[src/rtl/axis_stream_shell.sv]
// AXI-Stream adaptation shell: byte beats are packed MSB-first into source words,
// and sink words are buffered in a FIFO and serialised back into AXIS beats.
module axis_stream_shell #(
   parameter int AXIS_BYTES = 1,
   parameter int INP_WIDTH  = 16,
   parameter int OUT_WIDTH  = 24,
   parameter int FIFO_DEPTH = 4
) (
   input  logic                          clk,
   input  logic                          rst,
   input  logic                          s_axis_tvalid,
   output logic                          s_axis_tready,
   input  logic [8*AXIS_BYTES-1:0]       s_axis_tdata,
   input  logic                          s_axis_tlast,
   output logic                          src_valid,
   input  logic                          src_ready,
   output logic [INP_WIDTH-1:0]          src,
   input  logic                          snk_valid,
   output logic                          snk_ready,
   input  logic [OUT_WIDTH-1:0]          snk,
   output logic                          m_axis_tvalid,
   input  logic                          m_axis_tready,
   output logic [8*AXIS_BYTES-1:0]       m_axis_tdata,
   output logic                          m_axis_tlast,
   output logic [$clog2(FIFO_DEPTH):0]   fifo_level,
   output logic [15:0]                   pad_count
);

   localparam int TDATA_W   = 8 * AXIS_BYTES;
   localparam int IN_BYTES  = INP_WIDTH / 8;
   localparam int OUT_BYTES = OUT_WIDTH / 8;
   localparam int IN_BEATS  = (IN_BYTES + AXIS_BYTES - 1) / AXIS_BYTES;
   localparam int OUT_BEATS = (OUT_BYTES + AXIS_BYTES - 1) / AXIS_BYTES;
   localparam int IN_CW     = (IN_BEATS > 1) ? $clog2(IN_BEATS) : 1;
   localparam int OUT_CW    = (OUT_BEATS > 1) ? $clog2(OUT_BEATS) : 1;
   localparam int SH_W      = OUT_BEATS * TDATA_W;
   localparam int AW        = $clog2(FIFO_DEPTH);
   localparam int LW        = AW + 1;

   localparam logic [IN_CW-1:0]  IN_LAST  = IN_CW'(IN_BEATS - 1);
   localparam logic [OUT_CW-1:0] OUT_LAST = OUT_CW'(OUT_BEATS - 1);

   typedef enum logic {IN_COLLECT, IN_DISPATCH} in_state_t;
   typedef enum logic {SER_IDLE, SER_SEND} ser_state_t;

   // ---------------- input deserialiser ----------------
   in_state_t              r_in_state;
   logic                   r_s_ready;
   logic                   r_src_valid;
   logic [INP_WIDTH-1:0]   r_word;
   logic [IN_CW-1:0]       r_in_cnt;
   logic [15:0]            r_pad;

   logic                   w_in_fire;
   logic                   w_in_final;
   logic                   w_early;
   logic [INP_WIDTH-1:0]   w_word_next;

   assign w_in_fire  = s_axis_tvalid && r_s_ready;
   assign w_in_final = (r_in_cnt == IN_LAST) || s_axis_tlast;
   assign w_early    = s_axis_tlast && (r_in_cnt != IN_LAST);

   // Word byte k comes from beat k/AXIS_BYTES, lane k%AXIS_BYTES (lane 0 = MSB);
   // excess lanes of the final beat never map to a word byte and are dropped.
   always_comb begin
      w_word_next = r_word;
      for (int unsigned k = 0; k < IN_BYTES; k++) begin
         if (r_in_cnt == IN_CW'(k / AXIS_BYTES))
            w_word_next[INP_WIDTH-1-8*k -: 8] = s_axis_tdata[TDATA_W-1-8*(k % AXIS_BYTES) -: 8];
      end
   end

   always_ff @(posedge clk) begin
      if (rst) begin
         r_in_state  <= IN_COLLECT;
         r_s_ready   <= 1'b0;
         r_src_valid <= 1'b0;
         r_word      <= '0;
         r_in_cnt    <= '0;
         r_pad       <= '0;
      end else begin
         case (r_in_state)
            IN_COLLECT: begin
               r_s_ready <= 1'b1;
               if (w_in_fire) begin
                  r_word <= w_word_next;
                  if (w_in_final) begin
                     r_in_state  <= IN_DISPATCH;
                     r_s_ready   <= 1'b0;
                     r_src_valid <= 1'b1;
                     r_in_cnt    <= '0;
                     if (w_early && (r_pad != 16'hFFFF))
                        r_pad <= r_pad + 1'b1;
                  end else begin
                     r_in_cnt <= r_in_cnt + 1'b1;
                  end
               end
            end
            IN_DISPATCH: begin
               if (src_ready) begin
                  r_in_state  <= IN_COLLECT;
                  r_s_ready   <= 1'b1;
                  r_src_valid <= 1'b0;
                  // cleared so unfilled low bytes of the next word read as zero
                  r_word      <= '0;
               end
            end
            default: r_in_state <= IN_COLLECT;
         endcase
      end
   end

   // ---------------- output FIFO ----------------
   logic [OUT_WIDTH-1:0]   r_mem [FIFO_DEPTH];
   logic [AW-1:0]          r_wr_ptr;
   logic [AW-1:0]          r_rd_ptr;
   logic [LW-1:0]          r_level;

   logic                   w_full;
   logic                   w_empty;
   logic                   w_push;
   logic                   w_pop;

   assign w_full    = (r_level == LW'(FIFO_DEPTH));
   assign w_empty   = (r_level == '0);
   assign snk_ready = !w_full && !rst;
   assign w_push    = snk_valid && snk_ready;

   always_ff @(posedge clk) begin
      if (w_push)
         r_mem[r_wr_ptr] <= snk;
   end

   always_ff @(posedge clk) begin
      if (rst) begin
         r_wr_ptr <= '0;
         r_rd_ptr <= '0;
         r_level  <= '0;
      end else begin
         if (w_push)
            r_wr_ptr <= r_wr_ptr + 1'b1;
         if (w_pop)
            r_rd_ptr <= r_rd_ptr + 1'b1;
         case ({w_push, w_pop})
            2'b10:   r_level <= r_level + 1'b1;
            2'b01:   r_level <= r_level - 1'b1;
            default: r_level <= r_level;
         endcase
      end
   end

   // ---------------- output serialiser ----------------
   ser_state_t             r_ser_state;
   logic                   r_m_valid;
   logic                   r_m_last;
   logic [SH_W-1:0]        r_shift;
   logic [OUT_CW-1:0]      r_out_cnt;

   logic                   w_beat_done;
   logic                   w_word_done;
   logic [OUT_CW-1:0]      w_out_cnt_inc;
   logic [SH_W-1:0]        w_load;

   assign w_beat_done   = r_m_valid && m_axis_tready;
   assign w_word_done   = w_beat_done && (r_out_cnt == OUT_LAST);
   assign w_out_cnt_inc = r_out_cnt + 1'b1;
   // popping on the last beat's handshake keeps words back-to-back
   assign w_pop         = !w_empty && ((r_ser_state == SER_IDLE) || w_word_done);
   assign w_load        = SH_W'(r_mem[r_rd_ptr]) << (SH_W - OUT_WIDTH);

   always_ff @(posedge clk) begin
      if (rst) begin
         r_ser_state <= SER_IDLE;
         r_m_valid   <= 1'b0;
         r_m_last    <= 1'b0;
         r_shift     <= '0;
         r_out_cnt   <= '0;
      end else if (w_pop) begin
         r_ser_state <= SER_SEND;
         r_m_valid   <= 1'b1;
         r_m_last    <= (OUT_BEATS == 1);
         r_shift     <= w_load;
         r_out_cnt   <= '0;
      end else if (w_word_done) begin
         r_ser_state <= SER_IDLE;
         r_m_valid   <= 1'b0;
         r_m_last    <= 1'b0;
         r_shift     <= '0;
         r_out_cnt   <= '0;
      end else if (w_beat_done) begin
         r_shift     <= r_shift << TDATA_W;
         r_out_cnt   <= w_out_cnt_inc;
         r_m_last    <= (w_out_cnt_inc == OUT_LAST);
      end
   end

   assign s_axis_tready = r_s_ready;
   assign src_valid     = r_src_valid;
   assign src           = r_word;
   assign pad_count     = r_pad;
   assign fifo_level    = r_level;
   assign m_axis_tvalid = r_m_valid;
   assign m_axis_tlast  = r_m_last;
   assign m_axis_tdata  = r_shift[SH_W-1 -: TDATA_W];

endmodule

[config.mk]
export PLATFORM = sky130hd
export DESIGN_NAME = axis_stream_shell
export DESIGN_NICKNAME = d
export VERILOG_FILES = /design/src/rtl/axis_stream_shell.sv
export SDC_FILE = /design/constraint.sdc
export NUM_CORES = 1
export LEC_CHECK = 0
export BUFFER_PORTS_ARGS = -buffer_cell sky130_fd_sc_hd__buf_2
export CAP_MARGIN = 25
export CORE_AREA = 2 2 112 114
export DETAILED_ROUTE_END_ITERATION = 8
export DIE_AREA = 0 0 114 116
export PLACE_DENSITY = 0.77
export SLEW_MARGIN = 15
export SYNTH_ARGS = -nofsm -noshare
export SYNTH_HDL_FRONTEND = slang
export SYNTH_SLANG_ARGS = --single-unit
[constraint.sdc]
create_clock -name clk -period 3.4 [get_ports clk]
set_clock_uncertainty 0.15 [all_clocks]
set_input_delay 0.85 -clock clk [delete_from_list [all_inputs] [get_ports clk]]
set_output_delay 0.85 -clock clk [all_outputs]
set_load 0.02 [all_outputs]
# Word-level counts from Yosys, hierarchy flattened
# Memory sizes are Yosys's and may differ from the RTL's. A register that Yosys moved wholly into a read port is not among the register bits.
# Index checks and enable logic that the tools add are counted.
dict set report classes {
  addsub 7
  n_eq_ne 11
  muxes 28
  bitwise 3
  n_reduce_logical 23
}
# cell n
set ops {}
lappend ops {{2-to-1 mux 24 bit} 3}
lappend ops {{2-to-1 mux 16 bit} 2}
lappend ops {{case mux 16 bit (2 select lines)} 1}
lappend ops {{adder 16 x 1 -> 16 bit, second input constant} 1}
lappend ops {{2-to-1 mux 8 bit} 2}
lappend ops {{inequality test 16 bit, second input constant} 1}
lappend ops {{2-to-1 mux 1 bit} 14}
lappend ops {{inequality test 2 bit, second input constant} 5}
lappend ops {{AND reduction 3 bit} 3}
lappend ops {{logical AND 1 bit} 8}
lappend ops {{adder 2 x 1 -> 2 bit, second input constant} 3}
lappend ops {{== test 2 bit, second input constant} 3}
lappend ops {{case mux 1 bit (2 select lines)} 3}
lappend ops {{case mux 3 bit (2 select lines)} 1}
lappend ops {{2-to-1 mux 2 bit} 2}
lappend ops {{AND reduction 4 bit} 1}
lappend ops {{nonzero test 2 bit} 2}
lappend ops {{adder 3 x 1 -> 3 bit, second input constant} 1}
lappend ops {{== test 3 bit, second input constant} 1}
lappend ops {{zero test 1 bit} 3}
lappend ops {{zero test 3 bit} 1}
lappend ops {{inverter 1 bit} 3}
lappend ops {{nonzero test 3 bit} 1}
lappend ops {{OR reduction 3 bit} 1}
lappend ops {{other kinds (5)} 6}
dict set report word_totals {
  reg_bits 71
  ramBits 96
  inputBits 39
  out_inout_bits 48
  wordCells 87
  mem_count 1
}
# name words word_bits rd rd_clocked_by_memory_dff write_ports line_no
set memory_table {}
lappend memory_table {r_mem 4 24 1 1 1 114} ;# logic [OUT_WIDTH-1:0] r_mem [FIFO_DEPTH];

# Depth between registers and ports, before layout
dict set report logic_depth {
  depth_word 6
  depth_mapped 12
  depth_no_buf 10
}

# Worst setup path before layout
# No wires, ideal clock.
dict set report synth_path {
  kind {in2reg}
  from {input port rst}
  to {memory r_mem[0][0], enable pin}
  setup_ps 383
  arrival_time_ps 2254
  setup_slack_ps 613
  stages 3
  n_path_buf 1
  path_cell_list {clkbuf_1 > a211oi_1 > and2_1}
}
dict set report synth_via {
  elab_chain_len 5
}
# element line_no
set synth_rtl {}
lappend synth_rtl {{start: declaration} 10} ;# input logic rst,
lappend synth_rtl {{zero test 1 bit} 126} ;# assign snk_ready = !w_full && !rst;
lappend synth_rtl {{logical AND 1 bit} 126}
lappend synth_rtl {{logical AND 1 bit} 127} ;# assign w_push = snk_valid && snk_ready;
lappend synth_rtl {{2-to-1 mux 1 bit} 130} ;# if (w_push)
lappend synth_rtl {{2-to-1 mux 1 bit (implied by the code)} 131} ;# r_mem[r_wr_ptr] <= snk;
lappend synth_rtl {{end: declaration} 114}
# Every way passes these cells.

# Worst setup path in the final report
dict set report layout_path {
  from {input port m_axis_tready}
  to {register r_level[2], in the netlist fifo_level[2]}
}
dict set report layout_via {
  elab_chain_len 6
  word_cells_on_any_way 8
  classes_between {eq/ne (2); mux (1); reduce/logical (5)}
}
# element line_no
set layout_rtl {}
lappend layout_rtl {{start: declaration} 22} ;# input logic m_axis_tready,
lappend layout_rtl {{logical AND 1 bit *} 164} ;# assign w_beat_done = r_m_valid && m_axis_tready;
lappend layout_rtl {{logical AND 1 bit *} 165} ;# assign w_word_done = w_beat_done && (r_out_cnt == OUT_LAST);
lappend layout_rtl {{logical OR 1 bit *} 168} ;# assign w_pop = !w_empty && ((r_ser_state == SER_IDLE) || w_word_done);
lappend layout_rtl {{logical AND 1 bit *} 168}
lappend layout_rtl {{== test 2 x 1 -> 1 bit / == test 2 bit (equally long branches)} 144} ;# case ({w_push, w_pop})
lappend layout_rtl {{case mux 3 bit (2 select lines) / nonzero test 2 bit (equally long branches)} --}
lappend layout_rtl {{end signal: assignment} 145} ;# 2'b10: r_level <= r_level + 1'b1;
lappend layout_rtl {{end signal: assignment} 146} ;# 2'b01: r_level <= r_level - 1'b1;
lappend layout_rtl {{end signal: assignment} 147} ;# default: r_level <= r_level;
lappend layout_rtl {{end: declaration} 117} ;# logic [LW-1:0] r_level;
# Every way passes the cells marked *; elsewhere a longest branch is shown, timed or not.
# A chain may end at the register's enable or synchronous reset.

==> metrics.md <==
| Metric | Value |
|---|---|
| Most frequent cells in the layout | 96 x edfxtp_1, 86 x buf_2, 73 x dfxtp_1 |
| Clk_lat worst skew | roughly 420 ps |
| DIE AREA | between 10000 and 15000 µm² |
| CP startpoint | m_axis_tready |
| Total CTS buffers | 17 |
| Layer with the highest usage | met2 |
| Final cell count without fillers | ~740 |
| Max incr delay on CP | 370 ps |
| Netlist cell types | 44 |
| CTS tree | yes |
| Initial Utilization | a little under three fifths |
| Worst Path Max Fanout | 6 |
| Ratio of cells with drive above 1 in the final layout | 26.49% |
| Final period util | around 70% |
| Req. time, crit path | 3600 ps |
| Vias | around 4400 |
| Number of nets in the layout | ~630 |
| Die extent in x | around 110 µm |
| Crit-path cells | buf_2 -> a21bo_2 -> and2_1 -> ha_1 -> inv_1 -> fa_1 -> xor2_1 -> or3_1 -> a21oi_1 |
| Post-Syn Nets | between 500 and 600 |
| Async S/R FF share, synth | 0% |
| Area grow syn2layout | 16.65% |
| Core footprint | roughly 12000 µm² |
| Leak | 2.813 nW |
| Period minus WS final | 2410 ps |
| Number of global-route vias before repair | approximately 4300 |
| Global-route wire length before repair | 21.11 mm |
| Crit path max-delay cell type | fa_1 |
| Sequential share of the synthesized area | 65.18% |
| Clk pin slew, worst setup/hold paths | 60 ps |
| Met1 usage | 26.01% |
| Maximum clock insertion buffer count | 2 |
| Chip height | around 120 µm |
| Final Hold Vio Count | 0 |
| Max Fclk | about 410 MHz |
| RSZ-0062 raised after global routing | false |
| WHS Path Cells | 2 |
| Commonest non-fill, non-tap cell in the layout | edfxtp_1 |
| Drt first-iter violations | roughly 450 |
| Worst hold start | m_axis_tlast$_SDFFE_PP0P_ |
| Routed vias/inst | slightly below 6 |
| Setup violators final | 0 |
| Min-Delay Path Class | register to register |
| DPL Wire Length | 8.188 mm |
| IO Port Bufs | 86 |
| Antenna violations before repair | 0 |
| Biggest area consumer among synthesized cells | edfxtp_1 |
| Power Dens Cells | around 750 nW/µm² |
| Clock Sinks | between 150 and 200 |
| WS Path Type | input port to register |
| Drt drc | 0 |
| Worst hold margin | 301.8 ps |
| Drt wl/cell | between 15 and 20 µm |
| Worst-case vdd ir drop | roughly 0.00047 V |
| DRT Wirelength | ~13 mm |
| Arr. time, crit path | 2610 ps |
| Total power | 5.865 mW |
| Root Driver | clkbuf_16 |
| GR Overflow Total | 0 |
| Number of H-tree levels | 4 |
| Post-cts sizing count | 0 |
| Setup TNS | 0 ps |
| Cells after DPL | between 700 and 800 |
| CP startpoint kind | input port |
| Synth Register Bits | roughly 170 |
| Setup Buffers After CTS | 0 |
| Least-Margin Pin Slew | between 800 and 900 ps |
| Fin. max-slew vios | 0 |
| Path depth of the worst reg2reg path | 10 |
| MaxCap Viol Count | 0 |
| M3 GR Usage | 4.969% |
| DRT Pass-1 Iters | 5 |
| Overall routing resource usage | 21.12% |
| Final ANT Viol Nets | 0 |
| Yosys top cell area share | a little over two fifths |
| Post-Synthesis Cells | 496 |
| Hold-fix buffers, CTS | 0 |
| Filler cells | 863 |
| Crit path capture type | register |
| I/O Pins | 87 |
| Diodes inserted | 0 |
| R2R Setup Slk | between 1000 and 1500 ps |
| Status | complete, no violations |
| Worst r2r src | r_out_cnt[0]$_SDFFE_PP0P_ |
| Post-synth EDFFs | 96 |
| Routability cong. | ~0.8 |
| FP Rows | 40 |
| Global-route track usage on met2 | 36.43% |
| Largest net degree at the start of global routing | 72 |
| YS warnings | 0 |
| Rel. slew slack | a little over two fifths |
| Synth Cell Area | 6665 µm² |
| Area contributors post-synth | edfxtp_1 43%, dfxtp_1 22%, mux4_2 8.1% |
| Ys flop type | edfxtp_1 |
| Post-layout util | approximately 65% |
| Syn_area_per_cell | between 10 and 15 µm² |
## power by group
group	internal, mW	switching, mW	leakage (nW)	total (mW)
Combinational	0.577	0.792	1.05	1.37
Sequential	2.39	0.130	1.47	2.52
Clock	1.22	0.757	0.297	1.98
Total	4.19	1.68	2.81	5.87
## area by class of cell
class / count / area, µm² / area share [%]
clock buffer: 18 / 429.2 / 5.520
multi-input combinational: 282 / 2095 / 26.94
timing repair buffer: 96 / 505.5 / 6.501
inverter: 11 / 41.29 / 0.5311
tap: 147 / 183.9 / 2.366
clock inverter: 13 / 176.4 / 2.269
sequential: 169 / 4344 / 55.87
## kinds of logic (layout without fill, tap and decap cells)
group	Yosys count	in the layout	synth area share, %
DFF	169	169	65.18
and+or+nand+nor	140	140	11.23
AOI/OAI and AO/OA	101	101	8.992
buffers and inverters	45	138	3.398
muxes	26	26	8.616
adders and majority gates	9	9	1.802
xor gates and xnor gates	6	6	0.7886
## critical path: cells and delay by family
kind                       cells  cell delay, ps
buffers and inverters          2             220
AOI/OAI and AO/OA              2             320
and+or+nand+nor                2             480
xor gates and xnor gates       1             150
adders and majority gates      2             570
## worst paths after layout
| kind | end |
|---|---|
| setup reg to reg | fifo_level[2]$_SDFFE_PP0P_ |
| hold / removal | m_axis_tlast$_SDFFE_PP0P_ |
| hold reg to reg | m_axis_tlast$_SDFFE_PP0P_ |
| setup / recovery | fifo_level[2]$_SDFFE_PP0P_ |
## layer usage
layer / wire length, µm / part of all wire, %
met1: 5477 / 41
met2: 6870 / 51
met3: 770 / 5.8
met4: 259 / 1.9
met5: 0 / 0
## cell usage after synthesis, drive strengths merged (8+ instances only)
| cell | n |
|---|---|
| ha | 8 |
| a21oi | 56 |
| inv | 11 |
| o31ai | 9 |
| nand2 | 44 |
| buf | 20 |
| edfxtp | 96 |
| dfxtp | 73 |
| nand4 | 8 |
| o21ai | 9 |
| nor2 | 24 |
| or3 | 10 |
| a22oi | 24 |
| mux4 | 24 |
| clkbuf | 14 |
| nand3 | 22 |
## sequential cells by signal, summed over array words and instances, names as in the netlist, named ones only
register	count
fifo_level	3
m_axis_tlast	1
m_axis_tvalid	1
pad_count	16
r_in_cnt	1
r_in_state	1
r_mem	96
r_out_cnt	2
r_rd_ptr	2
r_shift	24
r_wr_ptr	2
s_axis_tready	1
src	16
src_valid	1
## through the flow
stage               setup WS (ps)  instance area (µm²)
floorplan                   613.2                 6665
global route                931.2                 7775
finish                      989.8                 7775
detailed placement          615.0                 7169
global placement            692.4                 7169
CTS                          1015                 7775
(Power assumes the default switching activity.)
